**src/rtl/ufo_unpack.sv**
```systemverilog
// Q25.39 -> 17-bit signed sample: round-half-up, saturate, 2-stage pipeline.
// Optional saturation-event counter built when UFO_UNPACK_SAT_CNT_EN is defined.
module ufo_unpack #(
    parameter int DATA_WIDTH_IN  = 64,
    parameter int DATA_WIDTH_OUT = 17,
    parameter int FRAC_BITS      = 39,
    parameter int CNT_WIDTH      = 16
) (
    input  logic                      i_clk,
    input  logic                      i_rst,
    input  logic                      i_enb,
    input  logic [DATA_WIDTH_IN-1:0]  i_data,
    input  logic                      i_clr,
    output logic [DATA_WIDTH_OUT-1:0] o_data,
    output logic                      o_valid,
    output logic                      o_sat,
    output logic [CNT_WIDTH-1:0]      o_sat_cnt
);
    localparam int STAGES = 2;
    localparam int SUM_W  = DATA_WIDTH_IN + 1;
    localparam int Q_W    = SUM_W - FRAC_BITS;
    localparam int TOP_W  = Q_W - DATA_WIDTH_OUT + 1;
    localparam logic [SUM_W-1:0] HALF = SUM_W'(1) << (FRAC_BITS - 1);

    logic [STAGES-1:0]         vld_pipe;
    logic [SUM_W-1:0]          sum_d;
    logic [Q_W-1:0]            q_q;
    logic [TOP_W-1:0]          q_top;
    logic                      ovf;
    logic [DATA_WIDTH_OUT-1:0] data_d;
    logic                      unused_frac;

    // Sign-extend by one bit so the rounding bias can never overflow.
    assign sum_d       = {i_data[DATA_WIDTH_IN-1], i_data} + HALF;
    assign unused_frac = ^sum_d[FRAC_BITS-1:0];

    // Only the integer part of the biased sum is needed downstream.
    always_ff @(posedge i_clk) begin
        if (i_enb)
            q_q <= sum_d[SUM_W-1:FRAC_BITS];
    end

    // Out of range when the bits above the output sign are not a pure sign extension.
    assign q_top = q_q[Q_W-1:DATA_WIDTH_OUT-1];
    assign ovf   = !((&q_top) || !(|q_top));

    always_comb begin
        data_d = q_q[DATA_WIDTH_OUT-1:0];
        if (ovf)
            data_d = q_q[Q_W-1] ? {1'b1, {(DATA_WIDTH_OUT-1){1'b0}}}
                                : {1'b0, {(DATA_WIDTH_OUT-1){1'b1}}};
    end

    always_ff @(posedge i_clk) begin
        if (i_rst) begin
            vld_pipe <= '0;
            o_data   <= '0;
            o_sat    <= 1'b0;
        end else begin
            vld_pipe <= {vld_pipe[STAGES-2:0], i_enb};
            o_sat    <= vld_pipe[0] & ovf;
            if (vld_pipe[0])
                o_data <= data_d;
        end
    end

    assign o_valid = vld_pipe[STAGES-1];

`ifdef UFO_UNPACK_SAT_CNT_EN
    always_ff @(posedge i_clk) begin
        if (i_rst || i_clr)
            o_sat_cnt <= '0;
        else if (o_valid && o_sat && !(&o_sat_cnt))
            o_sat_cnt <= o_sat_cnt + CNT_WIDTH'(1);
    end
`else
    logic unused_clr;
    assign unused_clr = i_clr;
    assign o_sat_cnt  = '0;
`endif

endmodule
```
**config.mk**
```make
export PLATFORM = sky130hd
export DESIGN_NAME = ufo_unpack
export DESIGN_NICKNAME = d
export VERILOG_FILES = /design/src/rtl/ufo_unpack.sv
export SDC_FILE = /design/constraint.sdc
export NUM_CORES = 1
export LEC_CHECK = 0
export BUFFER_PORTS_ARGS = -buffer_cell sky130_fd_sc_hd__buf_4
export CAP_MARGIN = 10
export CORE_MARGIN = 2
export CORE_UTILIZATION = 41
export DETAILED_ROUTE_END_ITERATION = 8
export PLACE_DENSITY = 0.75
export SETUP_SLACK_MARGIN = 0.15
export SKIP_CTS_REPAIR_TIMING = 1
export SLEW_MARGIN = 20
export SYNTH_ARGS = -nofsm -noshare
export SYNTH_HDL_FRONTEND = slang
export SYNTH_SLANG_ARGS = --single-unit
```
**constraint.sdc**
```tcl
create_clock -name i_clk -period 1.6 [get_ports i_clk]
set_clock_uncertainty 0.1 [all_clocks]
set_input_delay 0.32 -clock i_clk [delete_from_list [all_inputs] [get_ports i_clk]]
set_output_delay 0.32 -clock i_clk [all_outputs]
set_load 0.02 [all_outputs]
```
==> metrics.md <==
| Metric | Value |
|---|---|
| Status | finished, final reports clean |
| Router iterations before antenna repair | 4 |
| Synth warn | 0 |
| Final Cycle Share | 99.3% |
| Sequential area share after synthesis | a little under three fifths |
| # DRC | 0 |
| DRT antenna net count | 0 |
| Crit path kind | reg2reg |
| GP Congestion | between 0.7 and 0.8 |
| Final net count | just over 300 |
| IO Pins | between 100 and 150 |
| H-Tree Depth | 2 |
| Setup-failing EPs final | 0 |
| Worst hold path type | in2reg |
| Worst-path clk slew | roughly 0.08 ns |
| Most common cell in the netlist | edfxtp_1 |
| Maximum fanout along the worst path | 16 |
| Routed WL | 4000 um |
| First-pass GRT wire length | between 5000 and 6000 um |
| Clock Latency Late Sink | ~0.29 ns |
| Via count | ~1,500 |
| Mapped cell area | 2110 um^2 |
| Largest net degree at the start of global routing | 28 |
| Die area | about 5700 um^2 |
| Hold Vio Cnt, Final | 0 |
| Synth area leader | edfxtp_1 |
| Post-DR vias/cell | between 4 and 5 |
| DR iter-0 viols | 47 |
| Final min period | 1.59 ns |
| Worst setup EP type | register |
| Vias in the first global route | 1,302 |
| Aggregate global-route resource usage | ~14% |
| R2R Setup Slk | 0.01 ns |
| Initial antenna violation count | 0 |
| Final total power | 2.62 mW |
| # rows | 26 |
| Area delta synth->final | 35.5% |
| CORE AREA | roughly 5000 um^2 |
| Synth top cells by count | edfxtp_1, dfxtp_1, xnor2_1 |
| Cell variety after synth | 29 |
| FMAX | between 600 and 700 MHz |
| Pins Over Slew Limit | 0 |
| Grt total ovfl | 0 |
| Cell count after synthesis | 168 |
| Die H | between 70 and 80 um |
| Die W | roughly 76 um |
| Layout cells sized above 1 | roughly two fifths |
| Max_cap viols | 0 |
| Port bufs | 47 |
| Leakage power | ~1.2 nW |
| Peak VDD IR | roughly 0.00036 V |
| Pwr dens | between 900 and 1000 nW/um^2 |
| TritonCTS clock tree | yes |
| Crit start category | register |
| Root Buffer | clkbuf_8 |
| Critical Path AT | 1.72 ns |
| Fillers | 428 |
| ANT cells | 0 |
| Number of buffers created by CTS | 5 |
| Mean post-synth cell area | 12.5 um^2 |
| Main synth FF type | edfxtp_1 |
| Top cell type's share of synthesized area | about 37% |
| Routed WL per cell | approximately 13 um |
| Clock Path Buffers | 2 |
| Sink Count | 46 |
| Asr flop ratio synth | 0% |
| RSZ-0062 raised after global routing | yes |
| Final core occ | 56.7% |
| Sum of negative setup slack | 0 ns |
| FF+latch count, synth | 46 |
| Number of synthesized flops with an enable pin | 26 |
| Largest cells by area after synthesis | edfxtp_1, dfxtp_1, o221a_2 |
| Dpl hpwl | around 3000 um |
| Initial core utilization | 41.8% |
| Crit path required time | about 1.7 ns |
## final cells by class
cell class	instances	area [um^2]	area share, %
multi-input cells	114	951	33.3
repair buffers	66	524	18.3
flip-flops and latches	46	1180	41.3
inverters	2	7.51	0.263
well taps	70	87.6	3.06
clock inverters	1	30.0	1.05
clock buffers	7	76.3	2.67
## per-layer routing
layer	up-vias	part of all wire (%)	global-route usage [%]	wire [um]
li1	730	-	-	-
met1	675	43	17.5	1720
met2	41	52	24.7	2070
met3	5	3.5	2.38	141
met4	0	1.7	6.43	66
met5	-	0	0	0
## registers in the layout, indices dropped and copies added (netlist names)
signal / cells
o_data: 17
o_sat: 1
q_q: 26
vld_pipe: 2
## path summary, 6_finish.rpt
| path | end | cells past startpoint | start |
|---|---|---|---|
| worst min-delay path | vld_pipe[0] | 2 | i_rst |
| worst min register to register | o_data[16] | 2 | o_data[16] |
| worst max register to register | o_data[0] | 5 | q_q[21] |
| worst max-delay path | o_data[0] | 5 | q_q[21] |
## report_power, final
part           internal [mW]  switching [mW]  leakage [nW]
Combinational          0.194           0.204         0.726
Sequential              1.34          0.0513         0.419
Clock                  0.467           0.358        0.0524
Total                   2.01           0.613          1.20
## cells in the final DEF (no fill, tap or decap)
| master | n |
|---|---|
| a21boi_0 | 2 |
| a31o_2 | 1 |
| a31oi_4 | 1 |
| and3_1 | 5 |
| and4_1 | 2 |
| and4_4 | 1 |
| buf_12 | 2 |
| buf_4 | 63 |
| buf_6 | 1 |
| bufinv_16 | 1 |
| clkbuf_1 | 2 |
| clkbuf_8 | 5 |
| conb_1 | 16 |
| dfxtp_1 | 20 |
| edfxtp_1 | 26 |
| ha_4 | 1 |
| inv_1 | 2 |
| mux2i_1 | 1 |
| nand2_1 | 9 |
| nand2_8 | 1 |
| nand3_1 | 9 |
| nand3_2 | 1 |
| nand4_1 | 7 |
| nor2_1 | 6 |
| nor2b_1 | 3 |
| nor3_1 | 3 |
| nor3_4 | 1 |
| nor4_1 | 1 |
| nor4b_4 | 1 |
| o221a_2 | 6 |
| o221a_4 | 10 |
| or2_2 | 1 |
| or3_4 | 1 |
| xnor2_1 | 17 |
| xor2_1 | 7 |
## stage by stage
step	setup WS (ns)	cell area, um^2	cells	hold WS (ns)
6_report	0.0118	2860	306	0.127
5_1_grt	-0.0516	2860	306	0.126
4_1_cts	-0.000681	2840	305	0.113
3_5_place_dp	-0.168	2730	297	0.391
3_3_place_gp	-0.132	2730	297	0.384
2_1_floorplan	0.0731	2290	183	0.292
## worst max-delay path, stage by stage, from the launching register on
cell	delay (ns)
edfxtp_1	0.38
nand4_1	0.12
or3_4	0.40
a31oi_4	0.17
buf_12	0.18
o221a_2	0.18
## logic make-up after synthesis
kind of cell	share of synthesized area [%]
compound gates	10.7
xor+xnor	9.97
other cells	0.178
flops	56.0
fa+ha+maj	0.593
simple gates	14.7
mux	0.475
buf+inv	7.42
(Power assumes the default switching activity.)
